**src/rtl/blade_pool.sv**
```systemverilog
// Pool of NUM_SLOTS player blades: edge-triggered fire with cooldown, lowest-free-slot
// allocation, per-slot motion, bounds/lifetime/collision despawn and saturated speed.
module blade_pool #(
    parameter int NUM_SLOTS    = 4,
    parameter int X_MIN        = 144,
    parameter int X_MAX        = 783,
    parameter int X_OFFSET     = 40,
    parameter int Y_OFFSET     = 8,
    parameter int BLADE_W      = 28,
    parameter int SPEED_OFFSET = 8,
    parameter int COOLDOWN     = 10,
    parameter int LIFETIME     = 64
) (
    input  logic                   sim_clk,
    input  logic                   reset_n,
    input  logic                   shoot,
    input  logic [9:0]             player_xPos,
    input  logic [9:0]             player_yPos,
    input  logic [4:0]             player_xSpeed,
    input  logic                   player_xDir,
    input  logic [NUM_SLOTS-1:0]   bladeCol,
    output logic [27*NUM_SLOTS-1:0] bladeState,
    output logic                   fire_ack,
    output logic                   pool_full
);

    localparam logic [10:0] X_MIN_W     = 11'(X_MIN);
    localparam logic [10:0] X_MAX_W     = 11'(X_MAX);
    localparam logic [7:0]  COOLDOWN_W  = 8'(COOLDOWN);
    localparam logic [7:0]  LIFE_LAST   = 8'(LIFETIME - 1);

    typedef enum logic {IDLE = 1'b0, MOVE = 1'b1} slotState_t;

    logic                 shootQReg;
    logic [7:0]           cooldownReg;
    logic                 shootReq;
    logic                 accept;
    logic [NUM_SLOTS-1:0] activeVec;
    logic [NUM_SLOTS-1:0] grant;
    logic [NUM_SLOTS:0]   busyBelow;

    logic [9:0] spawnX;
    logic [9:0] spawnY;
    logic [5:0] spawnSpeedSum;
    logic [4:0] spawnSpeed;

    assign pool_full = &activeVec;
    assign shootReq  = shoot & ~shootQReg;
    assign accept    = shootReq & (cooldownReg == 8'd0) & ~pool_full;

    assign spawnX        = player_xDir ? (player_xPos + 10'(X_OFFSET))
                                       : (player_xPos - 10'(X_OFFSET) - 10'(BLADE_W));
    assign spawnY        = player_yPos - 10'(Y_OFFSET);
    assign spawnSpeedSum = {1'b0, player_xSpeed} + 6'(SPEED_OFFSET);
    assign spawnSpeed    = spawnSpeedSum[5] ? 5'd31 : spawnSpeedSum[4:0];

    always_ff @(posedge sim_clk) begin
        if (!reset_n) begin
            shootQReg   <= 1'b0;
            cooldownReg <= 8'd0;
            fire_ack    <= 1'b0;
        end else begin
            shootQReg <= shoot;
            fire_ack  <= accept;
            if (accept)
                cooldownReg <= COOLDOWN_W;
            else if (cooldownReg != 8'd0)
                cooldownReg <= cooldownReg - 8'd1;
        end
    end

    // Allocation looks only at registered flags, so a slot freed this edge waits a cycle.
    assign busyBelow[0] = 1'b1;

    generate
        for (genvar gi = 0; gi < NUM_SLOTS; gi++) begin : g_slot
            slotState_t  stateReg;
            logic [9:0]  xPosReg;
            logic [9:0]  yPosReg;
            logic [4:0]  xSpeedReg;
            logic        xDirReg;
            logic [7:0]  lifeReg;
            logic [10:0] nextX;
            logic        despawn;

            assign activeVec[gi]     = (stateReg == MOVE);
            assign busyBelow[gi + 1] = busyBelow[gi] & activeVec[gi];
            assign grant[gi]         = accept & busyBelow[gi] & ~activeVec[gi];

            // Left underflow wraps to a large 11-bit value and fails the X_MAX test.
            assign nextX   = xDirReg ? ({1'b0, xPosReg} + {6'b0, xSpeedReg})
                                     : ({1'b0, xPosReg} - {6'b0, xSpeedReg});
            assign despawn = (nextX < X_MIN_W) | (nextX > X_MAX_W)
                           | bladeCol[gi] | (lifeReg == LIFE_LAST);

            assign bladeState[27*gi +: 27] = {xPosReg, yPosReg, xSpeedReg, xDirReg, activeVec[gi]};

            always_ff @(posedge sim_clk) begin
                if (!reset_n) begin
                    stateReg  <= IDLE;
                    xPosReg   <= 10'd0;
                    yPosReg   <= 10'd0;
                    xSpeedReg <= 5'd0;
                    xDirReg   <= 1'b0;
                    lifeReg   <= 8'd0;
                end else begin
                    case (stateReg)
                        IDLE: begin
                            if (grant[gi]) begin
                                stateReg  <= MOVE;
                                xPosReg   <= spawnX;
                                yPosReg   <= spawnY;
                                xSpeedReg <= spawnSpeed;
                                xDirReg   <= player_xDir;
                                lifeReg   <= 8'd0;
                            end
                        end
                        MOVE: begin
                            if (despawn) begin
                                stateReg  <= IDLE;
                                xPosReg   <= 10'd0;
                                yPosReg   <= 10'd0;
                                xSpeedReg <= 5'd0;
                                xDirReg   <= 1'b0;
                                lifeReg   <= 8'd0;
                            end else begin
                                xPosReg <= nextX[9:0];
                                lifeReg <= lifeReg + 8'd1;
                            end
                        end
                    endcase
                end
            end
        end
    endgenerate

endmodule

```
**config.mk**
```make
export PLATFORM = sky130hd
export DESIGN_NAME = blade_pool
export DESIGN_NICKNAME = d
export VERILOG_FILES = /design/src/rtl/blade_pool.sv
export SDC_FILE = /design/constraint.sdc
export NUM_CORES = 1
export LEC_CHECK = 0
export CAP_MARGIN = 25
export CORE_UTILIZATION = 40
export DETAILED_ROUTE_END_ITERATION = 6
export MAX_ROUTING_LAYER = met4
export PLACE_DENSITY_LB_ADDON = 0.1
export REMOVE_ABC_BUFFERS = 1
export SLEW_MARGIN = 25
export SYNTH_ARGS = -nofsm -noshare
export SYNTH_HDL_FRONTEND = slang
export SYNTH_SLANG_ARGS = --single-unit
```
**constraint.sdc**
```tcl
create_clock -name sim_clk -period 3.3 [get_ports sim_clk]
set_input_delay 0.66 -clock sim_clk [delete_from_list [all_inputs] [get_ports sim_clk]]
set_output_delay 0.66 -clock sim_clk [all_outputs]
set_load 0.03 [all_outputs]
```
==> flow_metrics.tcl, run 1 <==
set metrics [dict create \
    synth_area_leader_cell "dfxtp_1" \
    finish.net_count 1565 \
    cts_hold_buf 0 \
    reg2reg_depth 15 \
    r2r-start "g_slot[3].xSpeedReg[1]" \
    fin_worst_skew_ps 9.72 \
    wire_per_inst_um 18.7 \
    cp.arrival_ps 3860 \
    initial_core_util 0.408 \
    timing.hold.ws_ps 465 \
    yosys_warnings 0 \
    dieArea_mm2 0.0237 \
    fin_cells 1765 \
    path_clk_slew_ps 70 \
    io_buffers 142 \
    p_leak_nw 5.84 \
    setup_violations 103 \
    avgViaCountPerCell 5.52 \
    cts_root_buffer "clkbuf_16" \
    required_ps 3650 \
    grt_overflow 0 \
    r2r-end "g_slot[3].xSpeedReg[2]" \
    worst_slack_ps -214 \
    tightest_slew_ps 981 \
    ir_drop_mv 0.536 \
    finalInstanceArea_mm2 0.0146 \
    coreArea_mm2 0.0226 \
    rows 55 \
    fmax_mhz 285 \
    r2r_setup_slack_ps -210 \
    clockBufferDepth 2 \
    numCtsBuffers 17 \
    async_flop_share 0 \
    crit_fanout 8 \
    slowest_delay_ps 560 \
    seq_area_frac_synth 0.325 \
    drt_iter0_markers 568 \
    synth_top_area_frac 0.325 \
    synthCells 1155 \
    crit_chain "buf_6 > nor3_4 > nor2_2 > xor2_1 > ha_1 > nand2_2 > o21ai_4 > a2111oi_4 > or4_4 > a211o_4 > a221oi_4 > buf_12 > buf_8 > o21ai_2 > a21oi_1" \
    drc 0 \
    cts_tree "done" \
    p_per_area_mw_per_mm2 509 \
    min_period_ps 3510 \
    hold_path_end "g_slot[3].yPosReg[7]" \
    grt_pass1_vias 9268 \
    drive_gt1_frac 0.347 \
    ys_top_cells_by_area "dfxtp_1 32%, ha_1 8.4%, a21oi_1 7.5%, nor2_1 5.0%, nand2_1 3.4%" \
    postRouteAntennaNets 0 \
    multi_input_area_mm2 0.00703 \
    die_height_um 154 \
    vias 9744 \
    synthFlopType "dfxtp_1" \
    hp-start "g_slot[3].yPosReg[7]" \
    hold_violations 0 \
    slew_viol_final 0 \
    syn_area_mm2 0.00924 \
    finalWirelength_um 33000 \
    dp_cells 1673 \
    path_buf_inv 3 \
    antenna_found_initial 2 \
    place_area_mm2 0.0120 \
    avgSynthCellArea_um2 8.00 \
    cap_violations 0 \
    synth-seq-cells 150 \
    path_delay_family "compound AO/OA/AOI/OAI gates" \
    hp-class "reg2reg" \
    crit_slowest_cell "or4_4" \
    endpoint_kind "register" \
    fin_util 0.643 \
    failed_checks "negative setup slack" \
    synth-edff-count 0 \
    status "finished with violations" \
    syn_to_final_growth_pct 57.6 \
    relSlewSlack 0.346 \
    critPathKind "reg2reg" \
    grtUsageTotal 0.279 \
    grt_max_degree 53 \
    fillers 1889 \
    grt_pass1_wl_um 50600 \
    dp_hpwl_um 22300 \
    firstDrtPassIters 5 \
    cts_max_level 4 \
    die_w_um 154 \
    fin_crit_sh 1.06 \
    start_kind "register" \
    finalSetupTns_ps -13350 \
    clock_sinks 150 \
    register_area_mm2 0.00301 \
    globalplace.congestion 0.908 \
    clock_latency_ps 420 \
    ys_types 79 \
    hold_path_depth 2 \
    rsz0062_at_grt "yes" \
    io_pins 143 \
]
## kinds of logic after synthesis
kind of cell,share of synthesized area
adder cells (fa/ha/maj),0.0926
flip-flops,0.325
AND/OR/NAND/NOR,0.186
multiplexers,0.0231
buffers and inverters,0.0597
AO/OA/AOI/OAI,0.263
XOR/XNOR,0.0512
## synthesized netlist by cell type (9+ instances only)
cell type    n
o22ai_1     17
dfxtp_1    150
nand2_1     83
clkbuf_1    41
and2_1       9
buf_4        9
buf_2       14
o21ai_0     44
nor2_1     123
nand3b_1     9
o21ai_1     38
ha_1        62
xor2_1      31
a211oi_1    12
a21oi_1    139
xnor2_1     23
a31oi_1     14
mux2i_1      9
a22oi_1     13
mux2_2      11
or3_1       11
a22o_1      11
a41oi_1      9
nor3_1      29
inv_1       59
nand3_1     33
and3_1      18
a21o_1      14
## flip-flops by register name, summed over array words and instances (netlist names)
signal	cells
g_slot.xSpeedReg	20
g_slot.lifeReg	32
g_slot.yPosReg	40
fire_ack	1
g_slot.xDirReg	4
g_slot.xPosReg	40
shootQReg	1
cooldownReg	8
g_slot.stateReg	4
## layer usage
metal / GRT usage / vias to the layer above / share of wire
met5: - / - / 0
met4: 0.0757 / 0 / 0.019
met3: 0.0606 / 40 / 0.062
met2: 0.435 / 253 / 0.46
met1: 0.364 / 4659 / 0.46
li1: - / 4792 / -
## how the worst max path moves through the flow
stage,to,start,slack [ps],cells past startpoint
global placement,g_slot[1].yPosReg[2],g_slot[1].xSpeedReg[0],-480,17
detailed placement,g_slot[1].yPosReg[1],g_slot[1].xSpeedReg[0],-550,17
finish,g_slot[3].xSpeedReg[2],g_slot[3].xSpeedReg[1],-210,15
floorplan,g_slot[3].lifeReg[2],g_slot[3].xSpeedReg[0],-870,13
CTS,g_slot[0].lifeReg[5],g_slot[0].xSpeedReg[1],-180,18
global route,g_slot[0].lifeReg[5],g_slot[0].xSpeedReg[2],-390,15
## final cells by class
class	count	area share
multi-input cells	878	0.483
repair buffers	359	0.225
flip-flops and latches	150	0.207
clock buffers	20	0.0314
well taps	285	0.0245
inverters	60	0.0156
clock inverters	11	0.0137
diodes	2	0.000344
## through the flow
step                power [mW]  worst slack, ps
finish                    7.41             -214
global route              7.77             -389
CTS                       7.22             -180
detailed placement        4.57             -548
global placement          4.55             -477
floorplan                 3.56             -874
## layout by cell type, fill, tap and decap left out, types with 31 or more instances in the layout
cell type,n
a21oi_1,98
a21oi_2,37
buf_4,176
buf_6,31
clkdlybuf4s50_1,141
dfxtp_1,141
ha_1,47
inv_1,48
nand2_1,74
nand3_1,31
nor2_1,118
o21ai_2,37
## power breakdown
part	switching, mW	total (mW)	internal (mW)
Clock	0.790	2.17	1.38
Sequential	0.123	2.06	1.94
Combinational	1.71	3.18	1.47
## worst register-to-register path: cells and delay by family, from the launching register on
family	cells	cell delay, ps
compound gates	6	1200
xor+xnor	1	180
simple gates	4	900
fa+ha+maj	1	350
buf+inv	3	470
flops	1	330
## timing repair
action                                 CTS  global route
resized for setup                      181           160
gates cloned                             8             0
endpoints found under the hold margin    0             0
setup buffers                           40            23
pin swaps                               98           106
setup endpoints to repair              138           140
Note: power is estimated with default switching activity, not from simulation.
==> inputs of run 2 (changes only) <==
Settings changed: RECOVER_POWER set to 100.
==> run 2 against run 1 <==
Against the previous run: the flow still finishes with violations (negative setup slack); first-iteration DRC count decreased by 11%; cell area decreased by 0.15%; critical path depth stayed put; sequential power is essentially flat; final cell count is the same; power shrank 0.64%; clock-buffer cell count is the same.
==> flow_metrics.tcl, run 2 (synthesized netlist as in run 1, its figures left out) <==
set metrics [dict create \
    tightest_slew_ps 984 \
    hold_violations 0 \
    critPathKind "reg2reg" \
    clock_sinks 150 \
    rows 55 \
    endpoint_kind "register" \
    fillers 1891 \
    postRouteAntennaNets 0 \
    top_layer "met4" \
    failed_checks "negative setup slack" \
    vias 9750 \
    io_pins 143 \
    p_leak_nw 6.21 \
    initial_core_util 0.408 \
    coreArea_mm2 0.0226 \
    antenna_found_initial 2 \
    slew_viol_final 0 \
    setup_violations 122 \
    avgViaCountPerCell 5.52 \
    dp_hpwl_um 22300 \
    crit_start "g_slot[3].xSpeedReg[1]" \
    start_kind "register" \
    die_height_um 154 \
    timing.hold.ws_ps 460 \
    grt_pass1_wl_um 50600 \
    grt_pass1_vias 9268 \
    clockBufferDepth 2 \
    total_power_mw 7.36 \
    globalplace.congestion 0.908 \
    endpoint "g_slot[3].xSpeedReg[0]" \
    cap_violations 0 \
    top_regs "g_slot.xPosReg x40, g_slot.yPosReg x40, g_slot.lifeReg x32" \
    wl_met1_um 15100 \
    clock_latency_ps 420 \
    layout_commonest_cell "buf_4" \
    syn_to_final_growth_pct 57.3 \
    dieArea_mm2 0.0237 \
    min_period_ps 3510 \
    drt_iter0_markers 506 \
    worst_slack_ps -214 \
    drc 0 \
    cts_tree "done" \
    die_w_um 154 \
    cts_hold_buf 0 \
    fin_worst_skew_ps 7.58 \
    ir_drop_mv 0.538 \
    status "finished with violations" \
    final_cell_mix "173 x buf_4, 141 x dfxtp_1, 118 x nor2_1" \
    path_clk_slew_ps 60 \
    io_buffers 142 \
    fmax_mhz 285 \
    firstDrtPassIters 5 \
    cts_max_level 4 \
    cp.arrival_ps 3860 \
    r2r_setup_slack_ps -210 \
    cts_root_buffer "clkbuf_16" \
    reg2reg_depth 15 \
    rsz0062_at_grt "yes" \
    hp-class "reg2reg" \
    wl_met3_um 1860 \
    r2r-start "g_slot[3].xSpeedReg[1]" \
    r2r-end "g_slot[3].xSpeedReg[0]" \
    required_ps 3640 \
    relSlewSlack 0.344 \
    grtUsageTotal 0.279 \
    numCtsBuffers 17 \
    fin_crit_sh 1.06 \
    wire_per_inst_um 18.6 \
    p_per_area_mw_per_mm2 506 \
    finish.net_count 1565 \
    wl_met2_um 15300 \
    drive_gt1_frac 0.344 \
    grt_overflow 0 \
    grt_max_degree 53 \
    crit_fanout 8 \
    finalWirelength_um 32800 \
]
-- run 2: changes by cell type in the layout (fill, tap and decap cells not counted), sizes merged --
cell	delta
clkdlybuf4s50	-110
clkbuf	+3
buf	-3
dlygate4sd3	+110
-- run 2: worst max-delay path, stage by stage, from the launching register on --
cell and delay [ps]:
dfxtp_2 330, buf_6 120, nor3_4 180, nor2_2 70, xor2_1 180, ha_1 350
nand2_2 90, o21ai_4 180, a2111oi_4 100, or4_4 560, a211o_4 380, a221oi_4 320
buf_12 210, buf_8 140, o21ai_1 60, a21oi_1 160
-- run 2: worst min-delay path by stage --
stage | start | slack [ps] | endpoint | cells after the start
after global placement | g_slot[1].yPosReg[3] | 440 | g_slot[1].yPosReg[3] | 2
after global routing | g_slot[0].yPosReg[8] | 470 | g_slot[0].yPosReg[8] | 2
final | g_slot[0].yPosReg[9] | 460 | g_slot[0].yPosReg[9] | 2
after CTS | g_slot[0].yPosReg[8] | 470 | g_slot[0].yPosReg[8] | 2
after detailed placement | g_slot[1].yPosReg[4] | 450 | g_slot[1].yPosReg[4] | 2
after floorplan | g_slot[3].lifeReg[7] | 450 | g_slot[3].lifeReg[7] | 1
-- run 2: timing repair --
action                                  4_1_cts  5_1_grt
resized for setup                           181      160
cloned                                        8        0
buffers inserted                             40       23
pin swaps                                    98      106
endpoints found under the setup margin      138      140
-- run 2: area by class of cell --
class / instances / area (µm²) / share of cell area
multi-input cells: 878 / 7010 / 0.482
repair buffers: 359 / 3270 / 0.225
flip-flops and latches: 150 / 3010 / 0.207
clock buffers: 20 / 457 / 0.0314
well taps: 285 / 357 / 0.0245
inverters: 60 / 228 / 0.0157
clock inverters: 11 / 199 / 0.0137
diodes: 2 / 5.00 / 0.000344
-- run 2: report_power, final --
part	internal, mW	switching, mW
sequential	1.94	0.118
clock	1.38	0.789
combinational	1.43	1.71
-- run 2: layer usage --
| metal | vias up | GRT usage |
|---|---|---|
| met1 | 4676 | 0.364 |
| met4 | 0 | 0.0757 |
| li1 | 4799 | - |
| met5 | - | - |
| met2 | 239 | 0.435 |
| met3 | 36 | 0.0606 |
-- run 2: per-stage QoR --
stage / worst slack (ps) / utilization / TNS (ps) / cell area [µm²] / instances
2_1_floorplan: -874 / - / -83690 / 8920 / 1086
3_3_place_gp: -477 / 0.528 / -29940 / 12000 / 1673
3_5_place_dp: -548 / 0.528 / -34800 / 12000 / 1673
4_1_cts: -180 / 0.612 / -5010 / 13800 / 1751
5_1_grt: -389 / 0.642 / -33520 / 14500 / 1765
6_report: -214 / 0.642 / -14010 / 14500 / 1765
